File: src/rtl/tiempo_pkg.sv
// Shared definitions for the pet clock time-of-day controller: FSM state encoding,
// field limits and the default system clock rate.
package tiempo_pkg;

  typedef enum logic [1:0] {
    ST_RUN      = 2'b00,
    ST_SET_HOUR = 2'b01,
    ST_SET_MIN  = 2'b10
  } state_e;

  localparam int SEC_MAX          = 59;
  localparam int MIN_MAX          = 59;
  localparam int HOUR_MAX         = 23;
  localparam int FREQ_DEFAULT     = 50000000;
  localparam int FAST_DIV_DEFAULT = 16;

endpackage

File: src/rtl/tiempo_prescaler.sv
// Free-running divide-by-DIV counter; tick is high during the cycle the count sits
// at DIV-1. clr restarts the period so the next tick lands exactly DIV cycles later.
module tiempo_prescaler #(
  parameter int DIV = 4
) (
  input  logic clk,
  input  logic rst,
  input  logic clr,
  output logic tick
);

  localparam int PW = (DIV > 1) ? $clog2(DIV) : 1;

  logic [PW-1:0] cnt_q;

  assign tick = (cnt_q == PW'(DIV - 1));

  always_ff @(posedge clk or posedge rst) begin
    if (rst) begin
      cnt_q <= '0;
    end else if (clr || tick) begin
      cnt_q <= '0;
    end else begin
      cnt_q <= cnt_q + 1'b1;
    end
  end

endmodule

File: src/rtl/tiempo_ctrl.sv
// Time-of-day controller with a RUN/SET_HOUR/SET_MIN edit FSM and event pulses.
// Define TIEMPO_FAST_EN to shorten the tick period to FAST_DIV cycles (sim/demo).
module tiempo_ctrl
  import tiempo_pkg::*;
#(
  parameter int FREQ     = FREQ_DEFAULT,
  parameter int FAST_DIV = FAST_DIV_DEFAULT
) (
  input  logic       clk,
  input  logic       rst,
  input  logic       btn_mode,
  input  logic       btn_inc,
  input  logic       btn_dec,
  output logic [5:0] sec,
  output logic [5:0] min,
  output logic [4:0] hour,
  output logic [1:0] set_field,
  output logic       blink,
  output logic       sec_tick,
  output logic       min_tick
);

`ifdef TIEMPO_FAST_EN
  localparam bit FAST = 1'b1;
`else
  localparam bit FAST = 1'b0;
`endif
  localparam int DIV = FAST ? FAST_DIV : FREQ;

  state_e     state_q;
  logic [5:0] sec_q;
  logic [5:0] min_q;
  logic [4:0] hour_q;
  logic       blink_q;
  logic       sec_tick_q;
  logic       min_tick_q;

  logic       tick;
  logic       pres_clr;
  logic       edit_inc;
  logic       edit_dec;
  logic [4:0] hour_d;
  logic [5:0] min_d;

  tiempo_prescaler #(
    .DIV (DIV)
  ) u_prescaler (
    .clk  (clk),
    .rst  (rst),
    .clr  (pres_clr),
    .tick (tick)
  );

  // A mode press swallows any edit in the same cycle, and inc+dec cancel out.
  always_comb begin
    edit_inc = btn_inc && !btn_dec && !btn_mode;
    edit_dec = btn_dec && !btn_inc && !btn_mode;
    pres_clr = (state_q == ST_SET_MIN) && btn_mode;

    hour_d = hour_q;
    if (edit_inc) begin
      hour_d = (hour_q == 5'(HOUR_MAX)) ? 5'd0 : hour_q + 5'd1;
    end else if (edit_dec) begin
      hour_d = (hour_q == 5'd0) ? 5'(HOUR_MAX) : hour_q - 5'd1;
    end

    min_d = min_q;
    if (edit_inc) begin
      min_d = (min_q == 6'(MIN_MAX)) ? 6'd0 : min_q + 6'd1;
    end else if (edit_dec) begin
      min_d = (min_q == 6'd0) ? 6'(MIN_MAX) : min_q - 6'd1;
    end
  end

  always_ff @(posedge clk or posedge rst) begin
    if (rst) begin
      state_q    <= ST_RUN;
      sec_q      <= '0;
      min_q      <= '0;
      hour_q     <= '0;
      blink_q    <= 1'b0;
      sec_tick_q <= 1'b0;
      min_tick_q <= 1'b0;
    end else begin
      sec_tick_q <= 1'b0;
      min_tick_q <= 1'b0;
      case (state_q)
        ST_RUN: begin
          if (tick) begin
            sec_tick_q <= 1'b1;
            if (sec_q == 6'(SEC_MAX)) begin
              sec_q      <= '0;
              min_tick_q <= 1'b1;
              if (min_q == 6'(MIN_MAX)) begin
                min_q  <= '0;
                hour_q <= (hour_q == 5'(HOUR_MAX)) ? 5'd0 : hour_q + 5'd1;
              end else begin
                min_q <= min_q + 6'd1;
              end
            end else begin
              sec_q <= sec_q + 6'd1;
            end
          end
          if (btn_mode) begin
            state_q <= ST_SET_HOUR;
            blink_q <= 1'b0;
          end
        end
        ST_SET_HOUR: begin
          if (tick) begin
            blink_q <= !blink_q;
          end
          if (btn_mode) begin
            state_q <= ST_SET_MIN;
          end
          hour_q <= hour_d;
        end
        ST_SET_MIN: begin
          // Leaving edit restarts the second so the first tick is a full period away.
          if (btn_mode) begin
            state_q <= ST_RUN;
            sec_q   <= '0;
            blink_q <= 1'b0;
          end else if (tick) begin
            blink_q <= !blink_q;
          end
          min_q <= min_d;
        end
        default: begin
          state_q <= ST_RUN;
          blink_q <= 1'b0;
        end
      endcase
    end
  end

  assign sec       = sec_q;
  assign min       = min_q;
  assign hour      = hour_q;
  assign set_field = state_q;
  assign blink     = blink_q;
  assign sec_tick  = sec_tick_q;
  assign min_tick  = min_tick_q;

endmodule

File: config.mk
export PLATFORM = sky130hd
export DESIGN_NAME = tiempo_ctrl
export DESIGN_NICKNAME = d
export VERILOG_FILES = /design/src/rtl/tiempo_pkg.sv /design/src/rtl/tiempo_prescaler.sv /design/src/rtl/tiempo_ctrl.sv
export SDC_FILE = /design/constraint.sdc
export NUM_CORES = 1
export LEC_CHECK = 0
export BUFFER_PORTS_ARGS = -buffer_cell sky130_fd_sc_hd__clkbuf_2
export CAP_MARGIN = 40
export CORE_UTILIZATION = 56
export CTS_BUF_LIST = sky130_fd_sc_hd__clkbuf_2
export CTS_CLUSTER_DIAMETER = 120
export CTS_CLUSTER_SIZE = 10
export DETAILED_ROUTE_END_ITERATION = 6
export GPL_ROUTABILITY_DRIVEN = 1
export PLACE_DENSITY = 0.79
export SLEW_MARGIN = 20
export SYNTH_ARGS = -nofsm -noshare
export SYNTH_HDL_FRONTEND = slang
export SYNTH_HIERARCHICAL = 1
export SYNTH_SLANG_ARGS = --single-unit
File: constraint.sdc
create_clock -name clk -period 2.6 [get_ports clk]
set_clock_uncertainty 0.1 [all_clocks]
set_input_delay 0.39 -clock clk [delete_from_list [all_inputs] [get_ports clk]]
set_output_delay 0.39 -clock clk [all_outputs]
set_load 0.01 [all_outputs]
; ---- After elaboration in Yosys (flattened, before gate mapping)
; Cells that the tools add are included.
[op_classes]
muxes = 33
n_eq_ne = 14
n_addsub = 6
n_reduce_logical = 19
[ops]
columns = operator, n
row1 = two-way mux 6 bit, 9
row2 = two-way mux 5 bit, 7
row3 = adder 26 x 1 -> 26 bit (second input constant), 1
row4 = equality test 26 bit (second input constant), 1
row5 = two-way mux 26 bit, 1
row6 = one-hot mux 6 bit (2 select lines), 2
row7 = adder 6 x 1 -> 6 bit (second input constant), 2
row8 = equality test 6 bit (second input constant), 2
row9 = inequality test 2 bit (second input constant), 5
row10 = one-hot mux 5 bit (2 select lines), 1
row11 = two-way mux 1 bit, 8
row12 = logical NOT 6 bit, 1
row13 = two-way mux 2 bit, 3
row14 = inequality test 3 bit (second input constant), 2
row15 = one-hot mux 2 bit (3 select lines), 1
row16 = AND reduction 3 bit, 2
row17 = subtractor 6 x 1 -> 6 bit (second input constant), 1
row18 = adder 5 x 1 -> 5 bit (second input constant), 1
row19 = equality test 5 bit (second input constant), 1
row20 = logical AND 1 bit, 5
row21 = logical NOT 5 bit, 1
row22 = AND reduction 5 bit, 1
row23 = subtractor 5 x 1 -> 5 bit (second input constant), 1
row24 = logical NOT 1 bit, 4
row25 = other kinds (8), 9
[word_totals]
elab_cells = 80
ff_bits = 48
input_bits = 5
out_inout_bits = 22

; ---- Logic depth before layout (Yosys ltp)
[logic_depth]
ltp_word = 6
mapped_depth = 9
mapped_depth_nobuf = 8

; ---- Modules after synthesis
; The synthesis kept the hierarchy.
[modules_own_cells]
columns = module, instances, area_each_um2, seq_area_each_um2, cells_per_inst
row1 = tiempo_ctrl, 1, 1565.3, 550.5, 184
row2 = tiempo_prescaler, 1, 1356.3, 650.6, 143

; ---- Worst setup path after synthesis
; Ideal clock, no wire load.
[synth_timing]
kind = register to register
start = register u_prescaler.cnt_q[7]
end = register min_q[0] (netlist: min[0])
t_arrival_ps = 2443
stages_incl_launch_ff = 10
synth_period_minus_slack_ps = 2675
setup_slack_ps = -75
setup_time_ps = 132
path_cell_list = dfrtp_1 > nor4b_1 > nand4_1 > nor4_1 > inv_1 > o31a_1 > nor3_1 > buf_2 > o21a_1 > mux2i_1
[synth_via]
elab_chain_len = 3
[synth_lines]
columns = item, line
row1 = start: declaration, tiempo_prescaler.sv:14  ; logic [PW-1:0] cnt_q;
row2 = start signal: assignment, tiempo_prescaler.sv:24  ; cnt_q <= cnt_q + 1'b1;
row3 = equality test 26 bit, tiempo_prescaler.sv:16  ; assign tick = (cnt_q == PW'(DIV - 1));
row4 = via tick, tiempo_ctrl.sv:38  ; logic tick;
row5 = inequality test 2 x 1 -> 1 bit (no source line), -
row6 = AND reduction 4 bit (no source line), -
row7 = end signal: assignment, tiempo_ctrl.sv:98  ; min_q <= min_q + 6'd1;
row8 = end signal: assignment, tiempo_ctrl.sv:127  ; min_q <= min_d;
row9 = end: declaration, tiempo_ctrl.sv:32  ; logic [5:0] min_q;
; The timed path passes the listed nets, and every way through them passes these cells.
; A chain may end at the register's enable or synchronous reset.

; ---- Worst setup path in the final report
[layout_timing]
start = register u_prescaler.cnt_q[10]
end = register min_q[2] (netlist: min[2])
; Same word-level chain as after synthesis.

==> metrics.txt <==
total clock sinks=48; Avg Synthesized Cell Area=8.93 µm²; initial antenna violation count=0; placed wire-length estimate=4.20 mm; mean number of vias per cell=a little under 6; Net count, final=roughly 380; WL per Instance=14.1 µm; max layer used=met4; most frequent cell after synthesis=dfrtp_1; CTS Root Cell=clkbuf_2; outcome=complete, no violations; Reg2Reg Launch Point=u_prescaler/cnt_q[10]; worst setup margin=about 210 ps; yosys synthesis warning count=6; fin crit period=2390 ps; core area=4880 µm²; pre-CTS setup slack=-15.4 ps; max_slew headroom=0.592; Synth Register Bits=48; crit path max-delay cell type=dfrtp_1; max_cap viols=0; ANT nets after route=0; first-pass GRT wire length=10.3 mm; M1 WL=2.94 mm; Bufs on Longest Clock Path=2; placer congestion estimate=0.806; Worst Tran Pin Value=611 ps; Setup CP Type=reg -> reg; CP arrival=2660 ps; 1st-iter DRT viols=190; met3 routed WL=225 µm; final hold violation count=0; Main synth FF type=dfrtp_1; initial core utilization=0.599; Post-Route WL=6.02 mm; mapped cell area=2920 µm²; cells on worst reg2reg path=9; CTS tree=built; Commonest cells post-synth=48 x dfrtp_1, 27 x nor2_1, 25 x nand2_1, 24 x a21oi_1, 24 x o21ai_0; HP Class=in -> reg; RSZ-0062 raised after global routing=no; chip height=around 74 µm; vias=2,531; Final setup viols=0; worst vdd rail ir drop=563 µV; share of cells above drive strength 1=0.175; Synth Instances=about 330; row count=25; P_leak=0.00144 µW; crit start category=register; num ports=27; crit path max fanout=11; Max Clk Rate=419 MHz; register area share after synthesis=0.411; WL met2=2.78 mm; die area=5510 µm²; post-synth cell types=57; asr flop ratio synth=1.00; grt total ovfl=0; Tot Pwr=2710 µW; CP top delay family=simple AND/OR/NAND/NOR gates; worst hold start=btn_mode; largest net degree at the start of global routing=27; ant diodes=0; vias in the first global route=2,242; P&R area growth vs syn=11.9%; delay of the slowest critical-path stage=460 ps; I/O Buffers=26; clk_lat worst skew=420 ps; end of the worst hold path=set_field[0]; die width=74.2 µm; most area-consuming cells after synthesis=dfrtp_1 41%, ha_1 4.7%, a21oi_1 4.1%; leading area contributor after synthesis=dfrtp_1; hold path depth=2; worst path required time=2870 ps; clock slew seen by the registers of the worst setup and hold paths=approximately 220 ps; Net Count, Synth=343; # DRC=0; TritonRoute pass-1 iters=4; CP bufs+invs=2; CTS buffer count=5; critical-path cell list=nor4b_1, nand4_1, nor4_4, inv_1, o31a_1, nor3_2, buf_4, a21boi_1, mux2_2; Worst setup EP type=register; Global Route Usage Sum=0.242; htree depth=2; area share of the largest cell type after synthesis=0.411; reg-to-reg endpoint=min[2]; Post-synth EDFFs=0; Power Density=830 nW/µm²; R2R Setup Slk=between 200 and 250 ps; max-slew violation count=0; Tcrit/Tclk final=0.919
==> state kept, by name, indices dropped and copies added, names as in the netlist <==
name               flops
u_prescaler/cnt_q     26
min                    6
sec                    6
hour                   5
set_field              2
blink                  1
min_tick               1
sec_tick               1
==> power breakdown <==
group          switching, µW  internal [µW]
logic                    681            533
clock network            228           71.9
registers                289            908
total                   1200           1510
==> worst max path at each step <==
stage	to	cells after the start	start	slack, ps
5_1_grt	min[2]	9	u_prescaler/cnt_q[18]	20
4_1_cts	min[2]	9	u_prescaler/cnt_q[19]	70
3_5_place_dp	min[2]	9	u_prescaler/cnt_q[18]	-20
2_1_floorplan	min[0]	9	u_prescaler/cnt_q[7]	70
6_report	min[2]	9	u_prescaler/cnt_q[10]	210
3_3_place_gp	min[2]	9	u_prescaler/cnt_q[18]	90
==> repair_timing <==
| item | 4_1_cts | 5_1_grt |
|---|---|---|
| setup buffers | 0 | 3 |
| hold endpoints to repair | 31 | 0 |
| endpoints found under the setup margin | 4 | 9 |
| pin swaps | 1 | 0 |
| cloned | 0 | 0 |
| hold buffers | 1 | 0 |
| resized for setup | 1 | 7 |
==> kinds of logic after synthesis <==
family                   Yosys count  share of synthesized area
AO/OA/AOI/OAI                     81                      0.176
XOR/XNOR                          16                     0.0480
adder cells (fa/ha/maj)           11                     0.0471
buffers and inverters             34                     0.0544
flip-flops                        48                      0.411
multiplexers                       4                     0.0146
AND/OR/NAND/NOR                  133                      0.248
==> per-stage QoR <==
step           setup TNS, ps  cell area, µm²  utilization  hold WS (ps)  instances
2_1_floorplan              0            2930            -           279        327
3_3_place_gp               0            3130        0.642           359        414
3_5_place_dp           -15.4            3160        0.648           261        415
4_1_cts                    0            3220        0.659           193        424
5_1_grt                    0            3270        0.670           189        427
6_report                   0            3270        0.670           207        427
==> cells in the final DEF (no fill, tap or decap), types with 9 or more instances in the layout <==
| cell type | Yosys | layout |
|---|---|---|
| inv_1 | 19 | 19 |
| o21ai_0 | 24 | 24 |
| ha_1 | 11 | 11 |
| a21oi_1 | 24 | 24 |
| xnor2_1 | 9 | 9 |
| dfrtp_1 | 48 | 47 |
| nor2_1 | 27 | 27 |
| buf_4 | 1 | 12 |
| nand2_1 | 25 | 25 |
| o31ai_1 | 9 | 9 |
| clkbuf_2 | 0 | 33 |
| nand3_1 | 21 | 20 |
==> cell type report <==
type                    instances  area (µm²)
fillers                       426        1610
multi-input cells             245        1610
inverters                      19        71.3
repair buffers                 40         258
clock inverters                 1        3.75
flip-flops and latches         48        1200
clock buffers                   7        35.0
well taps                      67        83.8
==> routing by layer <==
metal  vias up  GRT usage
met3         6     0.0461
met1      1225      0.349
li1       1251          -
met5         -          0
met2        49      0.374
met4         0     0.0713
No activity file was read; power rests on OpenSTA's default activity.
